[config.mk]
export PLATFORM = sky130hd
export DESIGN_NAME = demux_frame_router_flat
export DESIGN_NICKNAME = d
export VERILOG_FILES = /design/src/rtl/demux_frame_router_if.sv /design/src/rtl/demux_frame_router.sv /design/src/flat_wrapper.sv
export SDC_FILE = /design/constraint.sdc
export NUM_CORES = 1
export LEC_CHECK = 0
export BUFFER_PORTS_ARGS = -buffer_cell sky130_fd_sc_hd__buf_4
export CAP_MARGIN = 5
export CORE_AREA = 2 2 60 62
export DETAILED_ROUTE_END_ITERATION = 8
export DIE_AREA = 0 0 62 64
export GPL_ROUTABILITY_DRIVEN = 0
export GPL_TIMING_DRIVEN = 0
export PLACE_DENSITY = 0.68
export SKIP_CTS_REPAIR_TIMING = 1
export SLEW_MARGIN = 30
export SYNTH_ARGS = -nofsm -noshare
export SYNTH_HDL_FRONTEND = slang
export SYNTH_SLANG_ARGS = --single-unit
[constraint.sdc]
create_clock -name clk -period 3.4 [get_ports clk]
set_input_delay 0.68 -clock clk [delete_from_list [all_inputs] [get_ports clk]]
set_output_delay 0.68 -clock clk [all_outputs]
set_load 0.01 [all_outputs]
[src/rtl/demux_frame_router_if.sv]
// Handshake and demux-side signals of demux_frame_router, grouped for port use.
// master = frame source / demux side, slave = the router itself.
interface demux_frame_router_if;
    logic       hdr_valid;
    logic       hdr_ready;
    logic [2:0] hdr_ch;
    logic [3:0] hdr_len;
    logic       byte_valid;
    logic       byte_ready;
    logic [7:0] byte_data;
    logic       s0;
    logic       s1;
    logic       s2;
    logic       in;
    logic       busy;
    logic       done;
    logic       err;

    modport master (
        output hdr_valid, hdr_ch, hdr_len, byte_valid, byte_data,
        input  hdr_ready, byte_ready, s0, s1, s2, in, busy, done, err
    );

    modport slave (
        input  hdr_valid, hdr_ch, hdr_len, byte_valid, byte_data,
        output hdr_ready, byte_ready, s0, s1, s2, in, busy, done, err
    );
endinterface

[src/rtl/demux_frame_router.sv]
// Frames a header plus payload bytes into an MSB-first serial stream for the 1-to-8 demux,
// holding the selects for the whole frame. Define DEMUX_ROUTER_PARITY_EN for a per-byte even-parity bit.
module demux_frame_router #(
    parameter int unsigned MAX_LEN = 15
) (
    input logic                  clk,
    input logic                  rst,
    demux_frame_router_if.slave  bus
);

    typedef enum logic [1:0] {IDLE, LOAD, SHIFT, GAP} state_t;

`ifdef DEMUX_ROUTER_PARITY_EN
    localparam logic [3:0] LAST_BIT = 4'd8;
`else
    localparam logic [3:0] LAST_BIT = 4'd7;
`endif

    state_t     state;
    logic [2:0] sel;
    logic [3:0] count;
    logic [3:0] bit_idx;
    logic [6:0] shreg;
`ifdef DEMUX_ROUTER_PARITY_EN
    logic       parity;
`endif

    logic hdr_fire;
    logic byte_fire;
    logic len_ok;

    assign hdr_fire  = bus.hdr_valid && bus.hdr_ready;
    // byte_ready is only ever high in LOAD or the final SHIFT cycle, so a fire always means "start a byte".
    assign byte_fire = bus.byte_valid && bus.byte_ready;
    assign len_ok    = (bus.hdr_len != 4'd0) && (32'(bus.hdr_len) <= MAX_LEN);

    assign {bus.s2, bus.s1, bus.s0} = sel;

    // NOTE: one clocked block with non-blocking assignments keeps every output a flop; the pulse
    // defaults at the top are legally overridden further down in the same block.
    always_ff @(posedge clk) begin
        if (rst) begin
            state          <= IDLE;
            sel            <= 3'd0;
            count          <= 4'd0;
            bit_idx        <= 4'd0;
            shreg          <= 7'd0;
`ifdef DEMUX_ROUTER_PARITY_EN
            parity         <= 1'b0;
`endif
            bus.hdr_ready  <= 1'b0;
            bus.byte_ready <= 1'b0;
            bus.in         <= 1'b0;
            bus.busy       <= 1'b0;
            bus.done       <= 1'b0;
            bus.err        <= 1'b0;
        end else begin
            bus.err  <= 1'b0;
            bus.done <= 1'b0;

            if (byte_fire) begin
                state          <= SHIFT;
                shreg          <= bus.byte_data[6:0];
                bus.in         <= bus.byte_data[7];
                bit_idx        <= 4'd0;
                count          <= count - 4'd1;
                bus.byte_ready <= 1'b0;
`ifdef DEMUX_ROUTER_PARITY_EN
                parity         <= ^bus.byte_data;
`endif
            end else begin
                case (state)
                    IDLE: begin
                        bus.hdr_ready <= 1'b1;
                        if (hdr_fire) begin
                            if (len_ok) begin
                                sel            <= bus.hdr_ch;
                                count          <= bus.hdr_len;
                                state          <= LOAD;
                                bus.hdr_ready  <= 1'b0;
                                bus.byte_ready <= 1'b1;
                                bus.busy       <= 1'b1;
                            end else begin
                                bus.err <= 1'b1;
                            end
                        end
                    end

                    LOAD: ;

                    SHIFT: begin
                        if (bit_idx != LAST_BIT) begin
                            bit_idx        <= bit_idx + 4'd1;
                            shreg          <= {shreg[5:0], 1'b0};
`ifdef DEMUX_ROUTER_PARITY_EN
                            bus.in         <= (bit_idx == LAST_BIT - 4'd1) ? parity : shreg[6];
`else
                            bus.in         <= shreg[6];
`endif
                            // Lookahead: offer the next byte during the final bit cycle.
                            bus.byte_ready <= (bit_idx == LAST_BIT - 4'd1) && (count != 4'd0);
                        end else if (count != 4'd0) begin
                            state          <= LOAD;
                            bus.in         <= 1'b0;
                            bus.byte_ready <= 1'b1;
                        end else begin
                            state          <= GAP;
                            bus.in         <= 1'b0;
                            bus.byte_ready <= 1'b0;
                            bus.done       <= 1'b1;
                        end
                    end

                    GAP: begin
                        state         <= IDLE;
                        bus.busy      <= 1'b0;
                        bus.hdr_ready <= 1'b1;
                    end

                    default: state <= IDLE;
                endcase
            end
        end
    end

endmodule
[src/flat_wrapper.sv]
// flat-port wrapper written by rule: the top's interface ports become plain ports
module demux_frame_router_flat 
#(
    parameter int unsigned MAX_LEN = 15
)
  (clk, rst, bus_hdr_valid, bus_hdr_ch, bus_hdr_len, bus_byte_valid, bus_byte_data, bus_hdr_ready, bus_byte_ready, bus_s0, bus_s1, bus_s2, bus_in, bus_busy, bus_done, bus_err);
  demux_frame_router_if bus_i ();
  input logic clk;
  input logic rst;
  input wire logic [$bits(bus_i.hdr_valid)-1:0] bus_hdr_valid;
  input wire logic [$bits(bus_i.hdr_ch)-1:0] bus_hdr_ch;
  input wire logic [$bits(bus_i.hdr_len)-1:0] bus_hdr_len;
  input wire logic [$bits(bus_i.byte_valid)-1:0] bus_byte_valid;
  input wire logic [$bits(bus_i.byte_data)-1:0] bus_byte_data;
  output wire logic [$bits(bus_i.hdr_ready)-1:0] bus_hdr_ready;
  output wire logic [$bits(bus_i.byte_ready)-1:0] bus_byte_ready;
  output wire logic [$bits(bus_i.s0)-1:0] bus_s0;
  output wire logic [$bits(bus_i.s1)-1:0] bus_s1;
  output wire logic [$bits(bus_i.s2)-1:0] bus_s2;
  output wire logic [$bits(bus_i.in)-1:0] bus_in;
  output wire logic [$bits(bus_i.busy)-1:0] bus_busy;
  output wire logic [$bits(bus_i.done)-1:0] bus_done;
  output wire logic [$bits(bus_i.err)-1:0] bus_err;
  assign bus_i.hdr_valid = bus_hdr_valid;
  assign bus_i.hdr_ch = bus_hdr_ch;
  assign bus_i.hdr_len = bus_hdr_len;
  assign bus_i.byte_valid = bus_byte_valid;
  assign bus_i.byte_data = bus_byte_data;
  assign bus_hdr_ready = bus_i.hdr_ready;
  assign bus_byte_ready = bus_i.byte_ready;
  assign bus_s0 = bus_i.s0;
  assign bus_s1 = bus_i.s1;
  assign bus_s2 = bus_i.s2;
  assign bus_in = bus_i.in;
  assign bus_busy = bus_i.busy;
  assign bus_done = bus_i.done;
  assign bus_err = bus_i.err;
  demux_frame_router #(.MAX_LEN(MAX_LEN)) u_core (.clk(clk), .rst(rst), .bus(bus_i));
endmodule
==> run summary, run 1 <==
Outcome -> completed
Syn_nets -> 177
Root Buffer -> clkbuf_4
Die area -> 3970 µm²
Routed len/inst -> 13.6 µm
Reg2reg path depth -> 6
DRC viols -> 0
Hold Path Stages -> 2
Unrepaired setup endpoints after global routing -> false
Cells after Synth -> 150
Vias in the first global route -> 1,115
Max VDD drop -> 0.313 mV
Crit path launch type -> input port
Clock tree buffer depth -> 2
Critical-path cell list -> buf_4 -> nor4_2 -> o21ai_1 -> a311oi_1 -> a221o_1
CP max stage delay -> 510 ps
First-pass DRT Iterations -> 4
Slew headroom -> 64.8%
Post-Synth Adder-Cell Area -> 7.78%
WL final -> 3080 µm
Clk_skew -> 15.8 ps
Fillers -> 330
Critical Path Fanout Max -> 6
Vias -> 1,198
Worst slew pin tran -> 524 ps
Post-synthesis mux area share -> 3.11%
Critical Path RT -> 3670 ps
Top delay family on crit path -> compound AO/OA/AOI/OAI gates
CTS Buf Count -> 3
Ports -> 28
Synth Cell Area -> 1290 µm²
Synth Register Bits -> 26
Max-cap violations -> 0
Synth Area in XOR/XNOR -> 2.72%
DR vias/cell -> 5.30
Grt ovf -> 0
First-pass GRT wire length -> 5040 µm
Largest net degree at the start of global routing -> 16
Hold Path Class -> flop to flop
Main flop type after synthesis -> dfxtp_1
P_leak -> 0.000659 µW
Crit path buffers/inverters -> 1
Worst R2R Setup Slack -> 1700 ps
Final Slew Violations -> 0
Synth Area in Compound Gates -> 18.7%
Synth warn -> 0
H-tree lvl count -> 1
Number of synthesized flops with an enable pin -> 0
Asr flop ratio synth -> 0%
Max frequency -> 569 MHz
Final period utilization -> 51.7%
Clk pin slew, worst setup/hold paths -> 150 ps
DP Wirelength -> 2330 µm
Initial antenna violation count -> 0
DP Cell Count -> 222
Post-Syn Area per Cell -> 8.57 µm²
Area growth from synthesis to layout -> 23.7%
Worst Hold Launch -> u_core.shreg[0]
Number of stages on the worst setup path -> 5
Clock Latency Late Sink -> 330 ps
Total Routing Usage GR -> 16.6%
Die X-Extent -> 62 µm
# diodes -> 0
Synth Area in Simple Gates -> 22.3%
CORE AREA -> 3280 µm²
Final Setup Violations -> 0
Fin area -> 1590 µm²
Hold Worst Slack -> 485 ps
Initial Utilization -> 39.2%
PD cells -> 629 nW/µm²
Worst r2r src -> u_core.state[0]
Area used by multi-input combinational logic -> 702 µm²
ANT nets after route -> 0
CTS tree -> yes
Most frequent cells in the layout -> buf_4 (26), dfxtp_1 (26), nand2_1 (24)
Setup_tns -> 0 ps
Die height -> 64 µm
Post-synthesis cell type count -> 33
Critical R2R Capture -> u_core.sel[2]
CP arrival -> 2020 ps
Final hold violations -> 0
Non-Filler Instances -> 226
Setup crit end kind -> flop
Largest family of logic cells by synthesized area -> simple AND/OR/NAND/NOR gates
WHS Endpoint -> u_core.shreg[0]
Total Nets Final -> 208
Port bufs -> 26
Num rows -> 21
Reg area -> 520 µm²
Post-synthesis sequential area ratio -> 40.5%
DP Area -> 1540 µm²
Sink Count -> 26
CP max-delay cell -> nor4_2
Detailed Route Iter0 Violations -> 88
Final Critical Period -> 1760 ps
Critical path class -> input port to flop
Share of cells above drive strength 1 -> 21.1%
worst register-to-register path, delay by kind of cell, from the launching register on:
| family | cells | cell delay [ps] |
|---|---|---|
| adder cells (fa/ha/maj) | 1 | 250 |
| multiplexers | 1 | 170 |
| AND/OR/NAND/NOR | 2 | 530 |
| buffers and inverters | 2 | 290 |
| flip-flops | 1 | 370 |
power breakdown:
| part | internal, µW | switching, µW | leakage [µW] | total, µW |
|---|---|---|---|---|
| sequential | 362 | 46.7 | 0.000212 | 409 |
| clock | 119 | 94.4 | 0.0000279 | 214 |
| combinational | 175 | 203 | 0.000419 | 378 |
| total | 657 | 344 | 0.000659 | 1000 |
cells by family (layout without fill, tap and decap cells):
| group | Yosys count | in the layout |
|---|---|---|
| adders and majority gates | 8 | 8 |
| xor gates and xnor gates | 4 | 4 |
| buffers and inverters | 16 | 46 |
| muxes | 4 | 4 |
| DFF | 26 | 26 |
| AOI/OAI and AO/OA | 33 | 33 |
| and+or+nand+nor | 59 | 59 |
final cells by class:
cell class	count	share of cell area (%)
Multi-Input combinational cell	108	44.1
Sequential cell	26	32.7
Timing Repair Buffer	26	12.3
Tap cell	46	3.62
Buffer	8	2.12
Clock inverter	1	1.89
Inverter	8	1.89
Clock buffer	3	1.42
metrics by stage:
| step | utilization, % | power [µW] | setup WS [ps] |
|---|---|---|---|
| floorplan | - | 675 | 1630 |
| global placement | 46.9 | 773 | 1330 |
| detailed placement | 46.9 | 792 | 1320 |
| CTS | 48.5 | 1010 | 1680 |
| global route | 48.5 | 1070 | 1540 |
| finish | 48.5 | 1000 | 1640 |
state kept, by name (all words and copies together) (netlist names):
signal	flops
u_core.state	2
u_core.sel	3
u_core.shreg	7
u_core.bus.err	1
u_core.bus.done	1
u_core.bus.hdr_ready	1
u_core.bus.busy	1
u_core.bit_idx	4
u_core.count	4
u_core.bus.byte_ready	1
u_core.bus.in	1
synthesized netlist by cell type (2+ instances only):
| cell type | count | area, µm² |
|---|---|---|
| dfxtp_1 | 26 | 521 |
| nand2_1 | 24 | 90.1 |
| nor2_1 | 14 | 52.6 |
| ha_1 | 8 | 100 |
| inv_1 | 8 | 30.0 |
| a311oi_1 | 6 | 52.6 |
| nor3_1 | 6 | 30.0 |
| a211oi_1 | 5 | 37.5 |
| a31oi_1 | 5 | 31.3 |
| clkbuf_1 | 5 | 18.8 |
| o21ai_0 | 5 | 25.0 |
| a21oi_1 | 4 | 20.0 |
| mux2i_1 | 4 | 40.0 |
| a221oi_1 | 3 | 26.3 |
| buf_2 | 3 | 15.0 |
| nand3_1 | 3 | 15.0 |
| xnor2_1 | 3 | 26.3 |
| and2_1 | 2 | 12.5 |
| and3_1 | 2 | 12.5 |
per-layer routing:
layer	track usage (%)	part of all wire, %	up-vias
li1	-	-	593
met1	22.2	43	567
met2	25.8	49	34
met3	5.06	6.5	4
met4	3.99	0.88	0
met5	0	0	-
worst max path at each step:
stage | startpoint | endpoint | slack, ps
after global routing | u_core.state[1] | u_core.count[2] | 1540
after detailed placement | bus_hdr_len[2] | u_core.sel[2] | 1320
after global placement | bus_hdr_len[2] | u_core.sel[2] | 1330
after CTS | bus_hdr_len[2] | u_core.state[1] | 1680
final | bus_hdr_len[2] | u_core.state[1] | 1640
after floorplan | bus_byte_valid | u_core.sel[0] | 1630
(Power assumes the default switching activity.)
==> inputs of run 2 (changes only) <==
Settings changed: PLACE_DENSITY 0.68 to 0.71.
Clock period 3.4 ns to 1.55 ns, I/O delays scaled along.
==> run summary, run 2 (synthesis results as in run 1) <==
Outcome -> completed
First-pass DRT Iterations -> 4
PD cells -> 1380 nW/µm²
DP Wirelength -> 2270 µm
Critical-path cell list -> inv_4 -> ha_1 -> and3_2 -> nand2_2 -> a221oi_1 -> a211oi_1
Biggest register -> u_core.shreg
Initial Utilization -> 39.2%
Final Setup Violations -> 0
Max frequency -> 666 MHz
CP max-delay cell -> dfxtp_4
Most common cell after layout, fill and taps aside -> buf_4
Max-cap violations -> 0
Number of stages on the worst setup path -> 6
DP Cell Count -> 222
P_leak -> 0.000689 µW
Clock power share -> 20.1%
Final hold violations -> 0
Total Nets Final -> 209
CP max stage delay -> 390 ps
Critical Path RT -> 1750 ps
Vias in the first global route -> 1,180
Flop pwr share -> 39.6%
Max reg flops -> 7
First-pass GRT wire length -> 4950 µm
Critical Path Fanout Max -> 6
Hold Path Stages -> 3
ANT nets after route -> 0
Clk_skew -> 11.9 ps
# diodes -> 0
Setup_tns -> 0 ps
Sink Count -> 26
Grt ovf -> 0
Fillers -> 325
P_sw -> 792 µW
CTS Buf Count -> 3
H-tree lvl count -> 1
CTS tree -> yes
Worst slew pin tran -> 553 ps
Power share of the combinational group -> 40.3%
Top delay family on crit path -> flip-flops
CORE AREA -> 3280 µm²
Critical path class -> flop to flop
Port bufs -> 26
Clock tree buffer depth -> 2
DRC viols -> 0
Unrepaired setup endpoints after global routing -> true
Internal Power -> 1540 µW
Die area -> 3970 µm²
Die height -> 64 µm
Root Buffer -> clkbuf_4
Max VDD drop -> 0.640 mV
Crit path launch type -> flop
DR vias/cell -> 5.41
CP arrival -> 1710 ps
Vias -> 1,227
Largest net degree at the start of global routing -> 16
WL final -> 3190 µm
Share of cells above drive strength 1 -> 32.6%
Final period utilization -> 96.9%
Hold Path Class -> input port to flop
Detailed Route Iter0 Violations -> 68
Num rows -> 21
Initial antenna violation count -> 0
Total Routing Usage GR -> 16.3%
Reg2reg path depth -> 6
Final Critical Period -> 1500 ps
Crit path buffers/inverters -> 1
Setup crit end kind -> flop
Regs by FF count -> u_core.shreg (7), u_core.bit_idx (4), u_core.count (4)
Most frequent cells in the layout -> buf_4 (28), nand2_1 (23), dfxtp_1 (20)
Slew headroom -> 62.8%
Area growth from synthesis to layout -> 31.4%
Clock Latency Late Sink -> 330 ps
Clk pin slew, worst setup/hold paths -> 150 ps
Non-Filler Instances -> 227
Net Sw Frac -> 34.0%
Ports -> 28
Routed len/inst -> 14.1 µm
Final Slew Violations -> 0
Die X-Extent -> 62 µm
-- run 2: metrics by stage --
stage	instance area [µm²]	power, µW	worst slack [ps]	hold slack [ps]	utilization, %
global placement	1540	1690	-140	457	46.9
CTS	1590	2190	-123	206	48.5
floorplan	1290	1480	51.0	446	-
global route	1690	2490	-29.3	211	51.5
finish	1690	2330	48.2	212	51.5
detailed placement	1540	1720	-188	465	46.9
-- run 2: final timing paths --
path	start	end	slack [ps]
worst min-delay path	bus_hdr_ch[2]	u_core.sel[2]	210
worst max register to register	u_core.state[0]	u_core.count[2]	50
worst min register to register	u_core.shreg[4]	u_core.shreg[5]	490
worst max-delay path	u_core.state[0]	u_core.count[2]	50
-- run 2: worst register-to-register path, cell delays in order (launching register included) --
cell      delay [ps]
dfxtp_4          390
inv_4             70
ha_1             180
and3_2           260
nand2_2          100
a221oi_1         290
a211oi_1         100
-- run 2: area by class of cell --
class,instances,area [µm²],area share [%]
Clock buffer,3,22.5,1.33
Clock inverter,1,30.0,1.78
Timing Repair Buffer,28,210,12.4
Multi-Input combinational cell,108,752,44.5
Sequential cell,26,533,31.5
Inverter,8,35.0,2.07
Tap cell,46,57.6,3.40
Buffer,7,50.0,2.96
-- run 2: power groups by stage --
| stage | combinational, µW | sequential [µW] | clock [µW] |
|---|---|---|---|
| detailed placement | 813 | 908 | 0 |
| CTS | 821 | 893 | 481 |
| floorplan | 573 | 908 | 0 |
| global placement | 791 | 901 | 0 |
| global route | 1040 | 939 | 505 |
| finish | 940 | 923 | 468 |
-- run 2: per-layer routing --
metal	routed length, µm	global-route usage [%]
met1	1400	19.8
met2	1620	27.5
met3	156	4.66
met4	12	4.26
met5	0	0
==> inputs of run 3 (changes only) <==
Settings changed: ABC_AREA from default to 1, CORE_AREA 2 2 60 62 to 2 2 53 75, CTS_BUF_LIST from default to sky130_fd_sc_hd__clkbuf_8, DIE_AREA 0 0 62 64 to 0 0 55 77, PLACE_DENSITY 0.71 to 0.7.
==> run summary, run 3 <==
Largest net degree at the start of global routing -> 16
Num rows -> 26
Final Critical Period -> 1390 ps
Crit path launch type -> flop
CTS Buf Count -> 3
Final Slew Violations -> 0
Critical Path Fanout Max -> 6
First-pass DRT Iterations -> 4
Final hold violations -> 0
Hold Path Stages -> 2
Syn_nets -> 219
DR vias/cell -> 4.79
Critical-path cell list -> inv_1 -> ha_1 -> nand4_1 -> buf_4 -> a21oi_1
Max VDD drop -> 0.850 mV
Max frequency -> 719 MHz
Critical path class -> flop to flop
Post-synthesis sequential area ratio -> 38.0%
CORE AREA -> 3580 µm²
Number of synthesized flops with an enable pin -> 0
Vias in the first global route -> 1,160
H-tree lvl count -> 1
Setup_tns -> 0 ps
PD cells -> 1500 nW/µm²
P_leak -> 0.000786 µW
Area contributors post-synth -> dfxtp_1 (38%), nand2_1 (12%), ha_1 (7.3%)
Sink Count -> 26
Top cell type's share of synthesized area -> 38.0%
Most common cell after layout, fill and taps aside -> nand2_1
CTS tree -> yes
Die area -> 4240 µm²
Fin area -> 1710 µm²
Internal Power -> 1630 µW
Hold Path Class -> input port to flop
Unrepaired setup endpoints after global routing -> false
Net Sw Frac -> 36.7%
Max-cap violations -> 0
CP max stage delay -> 350 ps
Flop pwr share -> 35.8%
Critical Path RT -> 1760 ps
Area growth from synthesis to layout -> 25.0%
Worst R2R Setup Slack -> 160 ps
Synth Cell Area -> 1370 µm²
Initial antenna violation count -> 0
DP Wirelength -> 2160 µm
Fillers -> 377
Total Routing Usage GR -> 15.6%
Share of cells above drive strength 1 -> 21.9%
Worst slew pin tran -> 339 ps
Clock Latency Late Sink -> 270 ps
Vias -> 1,275
Power share of the combinational group -> 42.2%
Initial Utilization -> 38.3%
Slew headroom -> 77.2%
Final Setup Violations -> 0
Post-layout util -> 47.9%
Root Buffer -> clkbuf_8
Clk_skew -> 4.60 ps
First-pass GRT wire length -> 5030 µm
Asr flop ratio synth -> 0%
Crit path buffers/inverters -> 2
Die X-Extent -> 55 µm
Routed len/inst -> 11.1 µm
Setup crit end kind -> flop
Clock power share -> 21.9%
Synth area leader -> dfxtp_1
Top delay family on crit path -> flip-flops
# diodes -> 0
Leading cell types by count after synthesis -> nand2_1 (45), dfxtp_1 (26), inv_1 (21)
Synth warn -> 0
P_sw -> 944 µW
Port bufs -> 27
Main flop type after synthesis -> dfxtp_1
Post-Syn Area per Cell -> 7.14 µm²
WL final -> 2950 µm
Biggest register -> u_core.shreg
Grt ovf -> 0
Number of stages on the worst setup path -> 5
Total Nets Final -> 252
Detailed Route Iter0 Violations -> 45
Reg2reg path depth -> 5
DRC viols -> 0
Outcome -> completed
Die height -> 77 µm
Most common cell in the netlist -> nand2_1
Regs by FF count -> u_core.shreg (7), u_core.bit_idx (4), u_core.count (4)
CP arrival -> 1600 ps
Ports -> 28
Post-synthesis cell type count -> 24
Max reg flops -> 7
ANT nets after route -> 0
Cells after Synth -> 192
CP max-delay cell -> dfxtp_2
Most frequent cells in the layout -> nand2_1 (45), buf_4 (29), dfxtp_1 (25)
Final period utilization -> 89.7%
DP Area -> 1630 µm²
Clock tree buffer depth -> 2
Synth Register Bits -> 26
Clk pin slew, worst setup/hold paths -> 90 ps
-- run 3: per-stage QoR --
stage | worst slack, ps | total power [µW] | hold WS (ps) | instances
2_1_floorplan | 291 | 1710 | 379 | 192
3_3_place_gp | 134 | 1980 | 432 | 261
3_5_place_dp | 109 | 2000 | 437 | 261
4_1_cts | 96.0 | 2570 | 222 | 265
5_1_grt | 4.32 | 2820 | 231 | 266
6_report | 159 | 2570 | 229 | 266
-- run 3: cell type report --
cell class / instances / area [µm²] / share of cell area [%]
clock inverter: 1 / 30.0 / 1.75
sequential: 26 / 522 / 30.5
buffer: 4 / 35.0 / 2.05
tap: 42 / 52.6 / 3.07
timing repair buffer: 28 / 210 / 12.3
clock buffer: 3 / 41.3 / 2.41
inverter: 25 / 93.8 / 5.48
multi-input combinational: 137 / 728 / 42.5
-- run 3: kinds of logic (layout without fill, tap and decap cells) --
logic type                 after synthesis  count (layout)  share of synthesized area, %
AOI/OAI and AO/OA                       40              40                          16.4
xor gates and xnor gates                 1               1                         0.639
adders and majority gates                8               8                          7.31
buffers and inverters                   29              61                          9.41
DFF                                     26              26                          38.0
and+or+nand+nor                         88              88                          28.2
-- run 3: power by group through the flow --
| stage | clock network (µW) | logic, µW | registers (µW) |
|---|---|---|---|
| after global routing | 604 | 1270 | 946 |
| after floorplan | 0 | 759 | 946 |
| after global placement | 0 | 1050 | 931 |
| final | 565 | 1090 | 922 |
| after CTS | 578 | 1070 | 921 |
| after detailed placement | 0 | 1060 | 936 |
-- run 3: routing by layer --
metal | wire length [µm] | global-route usage [%] | vias up
met5 | 0 | 0 | -
met4 | 25 | 5.85 | 0
met3 | 83 | 2.33 | 2
met2 | 1470 | 24.2 | 17
met1 | 1370 | 21.3 | 566
li1 | - | - | 690
-- run 3: worst paths after layout --
| check | end | from |
|---|---|---|
| min reg2reg | u_core.sel[0] | u_core.sel[0] |
| max | u_core.sel[0] | u_core.state[0] |
| min | u_core.shreg[6] | rst |
| max reg2reg | u_core.sel[0] | u_core.state[0] |
